**config.mk**
```make
export PLATFORM = sky130hd
export DESIGN_NAME = exe_stage
export DESIGN_NICKNAME = d
export VERILOG_FILES = /design/src/rtl/exe_stage.sv
export SDC_FILE = /design/constraint.sdc
export NUM_CORES = 1
export LEC_CHECK = 0
export ABC_CLOCK_PERIOD_IN_PS = 6600
export CAP_MARGIN = 0
export CORE_ASPECT_RATIO = 1.25
export CORE_MARGIN = 2
export CORE_UTILIZATION = 53
export DETAILED_ROUTE_END_ITERATION = 8
export HOLD_SLACK_MARGIN = 0.08
export PLACE_DENSITY = 0.82
export SLEW_MARGIN = 10
export SYNTH_ARGS = -nofsm -noshare
export SYNTH_HDL_FRONTEND = slang
export SYNTH_SLANG_ARGS = --single-unit
```
**constraint.sdc**
```tcl
create_clock -name clk -period 6.6 [get_ports clk]
set_input_delay 1.32 -clock clk [delete_from_list [all_inputs] [get_ports clk]]
set_output_delay 1.32 -clock clk [all_outputs]
set_load 0.02 [all_outputs]
```
**src/rtl/exe_stage.sv**
```systemverilog
// MIPS execute stage: latches the decode bus, computes the ALU result and issues
// lw/sw requests to the data SRAM through a req/addr_ok handshake.
module exe_stage #(
  parameter int ID_TO_EXE_BUS_WD  = 149,
  parameter int EXE_TO_MEM_BUS_WD = 73,
  parameter int EXE_TO_BY_BUS_WD  = 40
) (
  input  logic                         clk,
  input  logic                         reset,
  input  logic [ID_TO_EXE_BUS_WD-1:0]  ID_to_EXE_bus,
  input  logic                         ID_to_EXE_valid,
  output logic                         EXE_allow_in,
  input  logic                         MEM_allow_in,
  output logic                         EXE_to_MEM_valid,
  output logic [EXE_TO_MEM_BUS_WD-1:0] EXE_to_MEM_bus,
  output logic [EXE_TO_BY_BUS_WD-1:0]  EXE_to_BY_bus,
  output logic                         data_sram_req,
  output logic                         data_sram_wr,
  output logic [31:0]                  data_sram_addr,
  output logic [31:0]                  data_sram_wdata,
  input  logic                         data_sram_addr_ok
);

  typedef enum logic {IDLE = 1'b0, SENT = 1'b1} state_e;

  state_e                        state_q, state_d;
  logic                          exe_valid_q;
  logic [ID_TO_EXE_BUS_WD-1:0]   bus_q;

  logic        src1_sel, src2_sel, ram_w_en, rf_w_en, mem_gene, mem_op, ready_go;
  logic [3:0]  alu_op;
  logic [1:0]  rf_w_data_sel;
  logic [31:0] pc_plus_4, rdata1, rdata2, imm, src1, src2, alu_result;
  logic [4:0]  sa, w_addr, shamt;

  assign src1_sel      = bus_q[148];
  assign src2_sel      = bus_q[147];
  assign alu_op        = bus_q[146:143];
  assign ram_w_en      = bus_q[142];
  assign rf_w_data_sel = bus_q[141:140];
  assign rf_w_en       = bus_q[139];
  assign mem_gene      = bus_q[138];
  assign pc_plus_4     = bus_q[137:106];
  assign rdata1        = bus_q[105:74];
  assign rdata2        = bus_q[73:42];
  assign sa            = bus_q[41:37];
  assign imm           = bus_q[36:5];
  assign w_addr        = bus_q[4:0];

  assign src1   = src1_sel ? rdata1 : {27'b0, sa};
  assign src2   = src2_sel ? imm : rdata2;
  assign shamt  = src1[4:0];
  assign mem_op = ram_w_en | mem_gene;

  always_comb begin
    alu_result = '0;
    case (alu_op)
      4'b0000: alu_result = src1 + src2;
      4'b0001: alu_result = src1 - src2;
      4'b0010: alu_result = {31'b0, $signed(src1) < $signed(src2)};
      4'b0011: alu_result = {31'b0, src1 < src2};
      4'b0100: alu_result = src1 & src2;
      4'b0101: alu_result = ~(src1 | src2);
      4'b0110: alu_result = src1 | src2;
      4'b0111: alu_result = src1 ^ src2;
      4'b1000: alu_result = src2 << shamt;
      4'b1001: alu_result = src2 >> shamt;
      4'b1010: alu_result = $unsigned($signed(src2) >>> shamt);
      4'b1011: alu_result = {src2[15:0], 16'b0};
      default: alu_result = '0;
    endcase
  end

  // Memory FSM: SENT remembers an accepted request whose instruction is still
  // waiting for MEM, so the SRAM never sees a duplicate.
  always_ff @(posedge clk or negedge reset) begin
    if (!reset) state_q <= IDLE;
    else        state_q <= state_d;
  end

  always_comb begin
    state_d = state_q;
    case (state_q)
      IDLE: if (data_sram_req && data_sram_addr_ok && !MEM_allow_in) state_d = SENT;
      SENT: if (MEM_allow_in) state_d = IDLE;
      default: state_d = IDLE;
    endcase
  end

  always_comb begin
    data_sram_req = 1'b0;
    data_sram_wr  = ram_w_en;
    if (state_q == IDLE) data_sram_req = exe_valid_q & mem_op;
  end

  assign ready_go         = ~mem_op | (state_q == SENT) | (data_sram_req & data_sram_addr_ok);
  assign EXE_allow_in     = ~exe_valid_q | (ready_go & MEM_allow_in);
  assign EXE_to_MEM_valid = exe_valid_q & ready_go;

  always_ff @(posedge clk or negedge reset) begin
    if (!reset) begin
      exe_valid_q <= 1'b0;
      bus_q       <= '0;
    end else if (EXE_allow_in) begin
      exe_valid_q <= ID_to_EXE_valid;
      if (ID_to_EXE_valid) bus_q <= ID_to_EXE_bus;
    end
  end

  assign data_sram_addr  = alu_result;
  assign data_sram_wdata = rdata2;
  assign EXE_to_MEM_bus  = {rf_w_data_sel, rf_w_en, mem_gene, pc_plus_4, alu_result, w_addr};
  assign EXE_to_BY_bus   = {exe_valid_q, rf_w_en, mem_gene, w_addr, alu_result};

endmodule

```
Word level (Yosys, flattened, before mapping)
Cells that the tools add are included.
{ "classes": {"add_sub_neg": 2, "order_cmp": 2, "n_eq_ne": 11, "shift": 3, "mux": 7, "bitwise_logic": 15, "reduce_logical": 5} }
{ "ops": {"columns": ["cell", "count"], "rows": [
  ["one-hot mux 32 bit (12 select lines)", 1],
  ["< comparator 32 bit", 2],
  ["2-to-1 mux 32 bit", 2],
  ["adder 32 bit", 1],
  ["AND 32 bit", 1],
  ["NOT 32 bit", 1],
  ["OR 32 bit", 1],
  ["<< shifter 32 x 5 -> 32 bit", 1],
  [">> shifter 32 x 5 -> 32 bit", 1],
  [">>> shifter 32 x 5 -> 32 bit", 1],
  ["subtractor 32 bit", 1],
  ["bitwise XOR 32 bit", 1],
  ["equality test 4 x 3 -> 1 bit, second input constant", 4],
  ["equality test 4 bit, second input constant", 4],
  ["equality test 4 x 2 -> 1 bit, second input constant", 2],
  ["AND 1 bit", 4],
  ["equality test 4 x 1 -> 1 bit, second input constant", 1],
  ["logical NOT 4 bit", 1],
  ["OR 1 bit", 4],
  ["2-to-1 mux 1 bit", 3],
  ["NOT 1 bit", 3],
  ["logical AND 1 bit", 2],
  ["one-hot mux 1 bit (2 select lines)", 1],
  ["AND reduction 2 bit", 1],
  ["logical NOT 1 bit", 1]
]} }
{ "totals": {"regBits": 151, "in_bits": 154, "out_inout_bits": 181} }

Longest topological paths before layout
Gate-level depths: netlist of run 1.
{ "logic_depth": {"ltp_word": 8, "depth_mapped": 20} }

Least setup slack after synthesis of run 1
No wires, ideal clock.
{ "synth_path": {"kind": "register -> output", "start": "register bus_q[148]", "end": "output EXE_to_MEM_bus[34]", "arrival_ns": 5.175, "required_ns": 5.280, "path_slack_ns": 0.105, "stages_incl_launch_ff": 20, "path_cell_list": "dfrtp_1 > buf_4 > buf_2 > mux2_2 > clkbuf_1 > clkbuf_1 > buf_1 > ha_1 > buf_2 > and3b_1 > o31ai_1 > a2111oi_4 > or4_1 > a2111o_1 > o221ai_2 > nor3_2 > a211oi_2 > mux2_2 > o22ai_1 > buf_4"} }
{ "synth_between": {"elab_chain_cells": 4} }
{ "synth_lines": {"columns": ["element", "line", "text"], "rows": [
  ["from (decl)", "28", "logic [ID_TO_EXE_BUS_WD-1:0] bus_q;"],
  ["from (signal assigned)", "106", "if (ID_to_EXE_valid) bus_q <= ID_to_EXE_bus;"],
  ["2-to-1 mux 32 bit (*)", "50", "assign src1 = src1_sel ? rdata1 : {27'b0, sa};"],
  ["branches (longest 2 deep; another with subtractor 32 bit)", null, null],
  ["one-hot mux 32 bit (12 select lines) (*)", "57", "case (alu_op)"],
  ["to (decl)", "15", "output logic [EXE_TO_MEM_BUS_WD-1:0] EXE_to_MEM_bus,"]
]} }
Mark *: on every way between the ends.

Worst setup path after layout of run 1
{ "layout_path": {"start": "register bus_q[147]", "end": "output data_sram_addr[17]"} }
{ "layout_between": {"elab_chain_cells": 4} }
{ "layout_lines": {"columns": ["element", "line", "text"], "rows": [
  ["2-to-1 mux 32 bit (*)", "51", "assign src2 = src2_sel ? imm : rdata2;"],
  ["branches (longest 2 deep; another with subtractor 32 bit)", null, null],
  ["one-hot mux 32 bit (12 select lines) (*)", "57", null],
  ["to (decl)", "19", "output logic [31:0] data_sram_addr,"]
]} }
Marks and branches as above.

==> results of run 1 <==
[final timing paths]
path | from | to | slack [ns]
setup / recovery | bus_q[147]$_DFFE_PN0P_ | data_sram_addr[17] | 0.04
setup reg to reg | bus_q[138]$_DFFE_PN0P_ | bus_q[6]$_DFFE_PN0P_ | 3.79
min in group asynchronous | reset | bus_q[46]$_DFFE_PN0P_ | 0.94
hold / removal | bus_q[96]$_DFFE_PN0P_ | bus_q[96]$_DFFE_PN0P_ | 0.50
max in group asynchronous | reset | bus_q[147]$_DFFE_PN0P_ | 4.20
hold reg to reg | bus_q[96]$_DFFE_PN0P_ | bus_q[96]$_DFFE_PN0P_ | 0.50
[metal layers]
metal	global-route usage, %	part of all wire, %	up-vias	routed length [um]
met5	0	0	-	0
met4	29.4	7.5	0	5420
met3	10.3	10	286	7470
met2	72.7	46	1205	33000
met1	52.6	36	8079	26100
li1	-	-	7256	-
[registers in the layout, indices dropped and copies added (netlist names)]
signal / cells
bus_q: 149
exe_valid_q: 1
state_q: 1
[metrics by stage]
step                      instance area [um^2]  total power [W]
after floorplan                          16000          0.00645
after global placement                   19100          0.00906
after detailed placement                 19100          0.00914
after CTS                                19700           0.0102
after global routing                     19900           0.0109
final                                    19900           0.0105
[cell type report]
class | instances | area, um^2 | share of cell area (%)
clock inverter | 14 | 153 | 0.769
inverter | 87 | 329 | 1.66
multi-input combinational | 1426 | 10400 | 52.5
antenna | 3 | 7.51 | 0.0378
timing repair buffer | 442 | 4250 | 21.4
tap | 401 | 502 | 2.53
clock buffer | 17 | 425 | 2.14
sequential | 151 | 3780 | 19.0
[where the power goes]
part	internal [W]	leakage, nW	switching (W)
clock	0.000536	0.284	0.000461
sequential	0.00115	1.76	0.000216
combinational	0.00308	6.46	0.00503
total	0.00477	8.51	0.00571
[worst reg2reg max path, cell delays in order (launching register included)]
cell and delay [ns]:
dfrtp_1 0.43, nor2_1 0.29, o31ai_1 0.11, nand2_1 0.13, and2_4 0.74, buf_12 0.50, mux2_2 0.50
[cells in the final DEF, fill, tap and decap left out, types with 6 or more instances in the layout]
cell	instances
inv_6	8
a211oi_1	22
o2111ai_1	8
nand3_1	27
o21bai_1	9
dfrtp_1	149
a31oi_1	24
a21o_1	11
o22ai_1	27
nor2b_1	12
nor2_1	181
o31ai_1	12
a221oi_1	15
xor2_1	6
nand2b_1	13
mux2_2	164
clkdlybuf4s50_1	308
dlymetal6s2s_1	13
ha_1	83
dlygate4sd2_1	12
mux2i_1	110
nor3_1	19
nand2_1	165
clkbuf_16	17
a22oi_1	16
o221ai_1	11
buf_4	101
mux2i_4	6
nand4_1	13
o21ai_0	100
and2_1	27
a21oi_1	148
o211ai_1	41
inv_1	83
[cells by family after synthesis]
family,after synthesis
muxes,287
buffers and inverters,365
adders and majority gates,88
DFF,151
xor gates and xnor gates,9
and+or+nand+nor,498
AOI/OAI and AO/OA,544
[what timing repair did]
action	in CTS	in global routing
pin swaps	3	1
gates resized for setup	24	28
endpoints found under the setup margin	36	39
buffers inserted	1	8
==> flow_results.xml, run 1 <==
<?xml version="1.0" encoding="UTF-8"?>
<metrics>
  <group name="run_status">
    <metric name="run_status" unit="">complete, no violations</metric>
  </group>
  <group name="synth">
    <metric name="yosys-top-cells-count" unit="">nor2_1, nand2_1, mux2_2</metric>
    <metric name="ys_seq_area_share" unit="%">23.6</metric>
    <metric name="yosys.area.top_type_share" unit="%">23.6</metric>
    <metric name="post_synth_simple_gate_area" unit="%">13.8</metric>
    <metric name="synth.area.top_cells" unit="">dfrtp_1, mux2_2, mux2i_1</metric>
    <metric name="synthesis.instances" unit="">1942</metric>
    <metric name="synth_compound_area_share" unit="%">23.2</metric>
    <metric name="synth.cell_area" unit="um^2">16000</metric>
    <metric name="postSynthNetCount" unit="">2184</metric>
    <metric name="postSynthRegisterBits" unit="">151</metric>
    <metric name="largest_area_contributor_in_the_netlist" unit="">dfrtp_1</metric>
    <metric name="synthMuxAreaShare" unit="%">19.6</metric>
    <metric name="yosys.area_share.xor_xnor" unit="%">0.492</metric>
    <metric name="synthDistinctLibCells" unit="">98</metric>
    <metric name="post-synth-top-count-cell" unit="">nor2_1</metric>
    <metric name="warnings_synthesis" unit="">0</metric>
    <metric name="synth_top_family_by_area" unit="">compound AO/OA/AOI/OAI gates</metric>
    <metric name="predominant_post_synthesis_flop_cell" unit="">dfrtp_1</metric>
    <metric name="synth_adder_area_share" unit="%">6.96</metric>
    <metric name="postSynthAreaPerCell" unit="um^2">8.25</metric>
    <metric name="async_flop_share" unit="%">100</metric>
    <metric name="synth_edf_count" unit="">0</metric>
  </group>
  <group name="cells_and_area">
    <metric name="post_layout_nonfiller_instances" unit="">2541</metric>
    <metric name="flow.area_growth_from_synthesis" unit="%">23.9</metric>
    <metric name="fillCellCount" unit="">2429</metric>
    <metric name="drive_above_1_share" unit="%">17.7</metric>
    <metric name="layout.nets" unit="">2367</metric>
    <metric name="finalCoreUtilization" unit="%">66.3</metric>
  </group>
  <group name="floorplan">
    <metric name="floorplan.die_area" unit="um^2">31600</metric>
    <metric name="die_height" unit="um">198</metric>
    <metric name="fp-row-count" unit="">71</metric>
    <metric name="core_region_area" unit="um^2">29900</metric>
    <metric name="initial_core_utilization" unit="%">53.5</metric>
    <metric name="ios" unit="">335</metric>
    <metric name="die-width" unit="um">160</metric>
  </group>
  <group name="timing">
    <metric name="clock_skew" unit="ns">0.00932</metric>
    <metric name="worst_slack" unit="ns">0.0368</metric>
    <metric name="max_clock_freq" unit="MHz">152</metric>
    <metric name="setup_viol" unit="">0</metric>
    <metric name="final.setup.tns" unit="ns">0</metric>
    <metric name="hold_viol_final" unit="">0</metric>
    <metric name="max_slew_margin" unit="%">35.9</metric>
    <metric name="timing.final.crit_share" unit="%">99.4</metric>
    <metric name="final.hold.worst_slack" unit="ns">0.502</metric>
    <metric name="period_needed" unit="ns">6.56</metric>
    <metric name="tightest_slew" unit="ns">0.958</metric>
    <metric name="final_max_slew_viol_count" unit="">0</metric>
  </group>
  <group name="grt">
    <metric name="grt.overflow.total" unit="">0</metric>
    <metric name="grt_util_all_layers" unit="%">44.5</metric>
    <metric name="grt_start_max_net_pins" unit="">94</metric>
    <metric name="number_of_antenna_violations_at_the_first_check_in_global_routing" unit="">2</metric>
    <metric name="first_global_vias" unit="">16510</metric>
    <metric name="grt_first_pass_wirelength" unit="um">106000</metric>
  </group>
  <group name="power">
    <metric name="ir_worst_vdd" unit="uV">315</metric>
    <metric name="power.leakage" unit="nW">8.51</metric>
    <metric name="p_per_cell_area" unit="nW/um^2">527</metric>
  </group>
  <group name="placement">
    <metric name="place_ws" unit="ns">-0.0121</metric>
    <metric name="placed_cells" unit="">2498</metric>
    <metric name="dp_hpwl" unit="um">55100</metric>
    <metric name="gp_routability_congestion" unit="">1.11</metric>
    <metric name="placement.io_buffers" unit="">334</metric>
  </group>
  <group name="critical_path">
    <metric name="timing.critical_path.from_type" unit="">register</metric>
    <metric name="cpMostUsedCell" unit="">mux2i_1</metric>
    <metric name="max_stage_delay" unit="ns">0.66</metric>
    <metric name="worstPathBufferInverterCount" unit="">5</metric>
    <metric name="critical_path.top_delay_family" unit="">compound AO/OA/AOI/OAI gates</metric>
    <metric name="worst_setup_path_end_kind" unit="">output port</metric>
    <metric name="timing.critical_path.cells" unit="">buf_4, buf_8, buf_6, mux2i_1, inv_1, mux2i_1, nor2_1, a21oi_1, and2_1, o22ai_1, o21ai_0, a311oi_1, a31oi_1, o211ai_1, clkdlybuf4s50_1</metric>
    <metric name="worstPathArrival" unit="ns">5.24</metric>
    <metric name="worst_path_max_delay_cell" unit="">clkdlybuf4s50_1</metric>
    <metric name="cp_num_cells" unit="">15</metric>
    <metric name="cp_data_required_time" unit="ns">5.28</metric>
    <metric name="r2r.worst_path.cells" unit="">6</metric>
    <metric name="crit_path_category" unit="">register to output port</metric>
    <metric name="crit_path_max_fanout" unit="">16</metric>
  </group>
  <group name="route">
    <metric name="num_vias" unit="">16826</metric>
    <metric name="drc" unit="">0</metric>
    <metric name="detail_route.wirelength" unit="um">72000</metric>
    <metric name="detail-route-antenna-nets" unit="">0</metric>
    <metric name="detail_route.iter0.violations" unit="">1976</metric>
    <metric name="post_drt_wl_per_cell" unit="um">28.3</metric>
    <metric name="drt_pass1_iterations" unit="">7</metric>
    <metric name="post_drt_via_cell_ratio" unit="">6.62</metric>
  </group>
  <group name="clock_network">
    <metric name="count_of_hold_buffers_inserted_by_post_cts_repair" unit="">0</metric>
    <metric name="clock_tree.buffer_depth" unit="">2</metric>
    <metric name="clk_pin_slew_worst_paths" unit="ns">0.07</metric>
    <metric name="tritoncts.num_buffers" unit="">17</metric>
    <metric name="clockRootBuffer" unit="">clkbuf_16</metric>
    <metric name="clock_tree.htree_level_count" unit="">4</metric>
    <metric name="tritoncts_num_sinks" unit="">151</metric>
    <metric name="tritoncts" unit="">built</metric>
    <metric name="insertion_delay" unit="ns">0.45</metric>
  </group>
  <group name="min_path">
    <metric name="holdCritPathClass" unit="">register to register</metric>
    <metric name="holdPathStages" unit="">1</metric>
  </group>
  <group name="run">
    <metric name="max_cap_violations" unit="">0</metric>
  </group>
</metrics>
(Power assumes the default switching activity.)
==> run 2: changes to the inputs <==
- CAP_MARGIN: 0 -> unset
- CORE_ASPECT_RATIO: 1.25 -> unset
==> run 2 against run 1 <==
The run now ends with design-rule violations left. Die area is essentially flat. Sequential share of layout area shrank 0.071 points. Non-clock buffer count grew 11. First-iteration DRC count grew 34%. Critical path depth is the same. Cell count is essentially flat. Largest power group unchanged. Highest routed layer unchanged.
==> flow_results.xml, run 2 (synthesized netlist as in run 1, its figures left out) <==
<?xml version="1.0" encoding="UTF-8"?>
<metrics>
  <group name="cells_and_area">
    <metric name="layout.nets" unit="">2378</metric>
    <metric name="largest_register_ff_count" unit="">149</metric>
    <metric name="post-route-cell-area" unit="um^2">19900</metric>
    <metric name="insertedDiodeCount" unit="">0</metric>
    <metric name="reg.largest.list" unit="">bus_q x149, exe_valid_q x1, state_q x1</metric>
    <metric name="largest_register" unit="">bus_q</metric>
    <metric name="commonest_cells_after_routing_fill_and_taps_aside" unit="">clkdlybuf4s50_1, nor2_1, nand2_1</metric>
    <metric name="seq_area" unit="um^2">3780</metric>
    <metric name="multi_input_area" unit="um^2">10400</metric>
    <metric name="fillCellCount" unit="">2317</metric>
    <metric name="flow.area_growth_from_synthesis" unit="%">24.4</metric>
    <metric name="finalCoreUtilization" unit="%">67.1</metric>
    <metric name="layout.cells.most_common" unit="">clkdlybuf4s50_1</metric>
    <metric name="drive_above_1_share" unit="%">18.0</metric>
  </group>
  <group name="critical_path">
    <metric name="critPathCapture" unit="">EXE_to_BY_bus[27]</metric>
    <metric name="cp_data_required_time" unit="ns">5.28</metric>
    <metric name="worst_setup_path_end_kind" unit="">output port</metric>
    <metric name="max_stage_delay" unit="ns">0.60</metric>
    <metric name="r2r.worst_path.cells" unit="">6</metric>
    <metric name="timing.critical_path.from_type" unit="">register</metric>
    <metric name="worstPathArrival" unit="ns">5.21</metric>
    <metric name="crit_path_category" unit="">register to output port</metric>
    <metric name="worst_path_max_delay_cell" unit="">clkdlybuf4s50_1</metric>
    <metric name="critical_path.startpoint" unit="">bus_q[147]$_DFFE_PN0P_</metric>
    <metric name="rrSetupSlack" unit="ns">3.79</metric>
    <metric name="crit_path_max_fanout" unit="">27</metric>
    <metric name="crit-reg2reg-capture" unit="">bus_q[147]$_DFFE_PN0P_</metric>
    <metric name="rr_startpoint" unit="">bus_q[138]$_DFFE_PN0P_</metric>
    <metric name="timing.critical_path.cells" unit="">buf_12, mux2_4, inv_2, ha_1, or4b_2, nor2_1, o2bb2ai_2, nor4_2, o221ai_1, buf_4, a21boi_1, nor2_1, a211oi_1, o221ai_1, clkdlybuf4s50_1</metric>
  </group>
  <group name="floorplan">
    <metric name="die-width" unit="um">178</metric>
    <metric name="fp-row-count" unit="">63</metric>
    <metric name="core_region_area" unit="um^2">29700</metric>
    <metric name="die_height" unit="um">178</metric>
    <metric name="floorplan.die_area" unit="um^2">31600</metric>
    <metric name="ios" unit="">335</metric>
    <metric name="initial_core_utilization" unit="%">53.9</metric>
  </group>
  <group name="clock_network">
    <metric name="clock_tree.htree_level_count" unit="">4</metric>
    <metric name="insertion_delay" unit="ns">0.45</metric>
    <metric name="clock_tree.buffer_depth" unit="">2</metric>
    <metric name="count_of_hold_buffers_inserted_by_post_cts_repair" unit="">0</metric>
    <metric name="clockRootBuffer" unit="">clkbuf_16</metric>
    <metric name="tritoncts.num_buffers" unit="">17</metric>
    <metric name="clk_pin_slew_worst_paths" unit="ns">0.07</metric>
    <metric name="tritoncts" unit="">built</metric>
    <metric name="tritoncts_num_sinks" unit="">151</metric>
  </group>
  <group name="route">
    <metric name="detail-route-antenna-nets" unit="">0</metric>
    <metric name="detail_route.iter0.violations" unit="">2654</metric>
    <metric name="detail_route.wirelength" unit="um">71500</metric>
    <metric name="drc" unit="">17</metric>
    <metric name="drt_pass1_iterations" unit="">9</metric>
    <metric name="post_drt_wl_per_cell" unit="um">28.2</metric>
    <metric name="num_vias" unit="">17050</metric>
    <metric name="post_drt_via_cell_ratio" unit="">6.72</metric>
  </group>
  <group name="timing">
    <metric name="period_needed" unit="ns">6.53</metric>
    <metric name="hold_viol_final" unit="">0</metric>
    <metric name="tightest_slew" unit="ns">1.16</metric>
    <metric name="worst_slack" unit="ns">0.0747</metric>
    <metric name="final.setup.tns" unit="ns">0</metric>
    <metric name="timing.final.crit_share" unit="%">98.9</metric>
    <metric name="max_clock_freq" unit="MHz">153</metric>
    <metric name="setup_viol" unit="">0</metric>
    <metric name="max_slew_margin" unit="%">22.0</metric>
    <metric name="final.hold.worst_slack" unit="ns">0.509</metric>
    <metric name="final_max_slew_viol_count" unit="">0</metric>
    <metric name="clock_skew" unit="ns">0.0141</metric>
  </group>
  <group name="grt">
    <metric name="grt.overflow.total" unit="">0</metric>
    <metric name="grt_util_all_layers" unit="%">44.4</metric>
    <metric name="first_global_vias" unit="">16297</metric>
    <metric name="grt_start_max_net_pins" unit="">107</metric>
    <metric name="grt_first_pass_wirelength" unit="um">104000</metric>
    <metric name="number_of_antenna_violations_at_the_first_check_in_global_routing" unit="">1</metric>
  </group>
  <group name="run_status">
    <metric name="failed_checks" unit="">design-rule violations</metric>
    <metric name="run_status" unit="">finished, violations left</metric>
  </group>
  <group name="placement">
    <metric name="placement.io_buffers" unit="">334</metric>
    <metric name="placed_cell_area" unit="um^2">19100</metric>
    <metric name="place_ws" unit="ns">0.0981</metric>
    <metric name="dp_hpwl" unit="um">54900</metric>
    <metric name="gp_routability_congestion" unit="">1.13</metric>
  </group>
  <group name="power">
    <metric name="power.leakage" unit="nW">8.53</metric>
    <metric name="p_per_cell_area" unit="nW/um^2">527</metric>
    <metric name="ir_worst_vdd" unit="uV">307</metric>
  </group>
  <group name="min_path">
    <metric name="holdCritPathClass" unit="">register to register</metric>
  </group>
  <group name="run">
    <metric name="max_cap_violations" unit="">0</metric>
  </group>
</metrics>
[run 2: cell types whose count changed in the layout (fill, tap and decap cells not counted), moves of 3 or more]
cell             delta
buf_4              +15
clkdlybuf4s50_1     +7
clkinv_8            +5
diode_2             -3
dlygate4sd2_1       -6
inv_6               -7
[run 2: final cells by class]
class / count / area share [%]
timing repair buffer: 453 / 21.6
inverter: 87 / 1.65
clock inverter: 15 / 1.01
tap: 390 / 2.45
sequential: 151 / 19.0
multi-input combinational: 1426 / 52.2
clock buffer: 17 / 2.13
[run 2: timing repair]
item / in CTS / in global routing
resized for setup: 19 / 23
buffers inserted: 3 / 5
endpoints found under the hold margin: 0 / 0
pin swaps: 1 / 1
setup endpoints to repair: 33 / 30
[run 2: where the power goes]
part           switching (W)  leakage, nW  total (W)  internal [W]
clock network       0.000500        0.301    0.00105      0.000550
logic                0.00498         6.46    0.00808       0.00310
registers           0.000218         1.76    0.00136       0.00115
[run 2: how the worst min path moves through the flow]
stage / from / end / slack (ns) / depth (start not counted)
2_1_floorplan: bus_q[100]$_DFFE_PN0P_ / bus_q[100]$_DFFE_PN0P_ / 0.47 / 1
3_3_place_gp: bus_q[92]$_DFFE_PN0P_ / bus_q[92]$_DFFE_PN0P_ / 0.48 / 1
3_5_place_dp: bus_q[95]$_DFFE_PN0P_ / bus_q[95]$_DFFE_PN0P_ / 0.50 / 1
4_1_cts: bus_q[92]$_DFFE_PN0P_ / bus_q[92]$_DFFE_PN0P_ / 0.51 / 1
5_1_grt: bus_q[87]$_DFFE_PN0P_ / bus_q[87]$_DFFE_PN0P_ / 0.52 / 1
6_report: bus_q[92]$_DFFE_PN0P_ / bus_q[92]$_DFFE_PN0P_ / 0.51 / 1
[run 2: layer usage]
metal	vias to the layer above	GRT usage, %	part of all wire, %
met5	-	0	0
met4	0	25.5	7.1
met3	350	11.8	13
met2	1336	69.0	44
met1	8080	55.5	36
li1	7284	-	-
[run 2: per-stage QoR]
stage                     instances  total power (W)
after global placement         2499          0.00904
after detailed placement       2499          0.00909
after CTS                      2534           0.0102
after floorplan                1942          0.00645
after global routing           2539           0.0109
final                          2539           0.0105
[run 2: worst max-delay path, delay by kind of cell, from the launching register on]
kind	cells	cell delay, ns
buffers and inverters	4	1.25
AOI/OAI and AO/OA	5	1.34
and+or+nand+nor	4	0.92
muxes	1	0.38
adders and majority gates	1	0.35
DFF	1	0.50
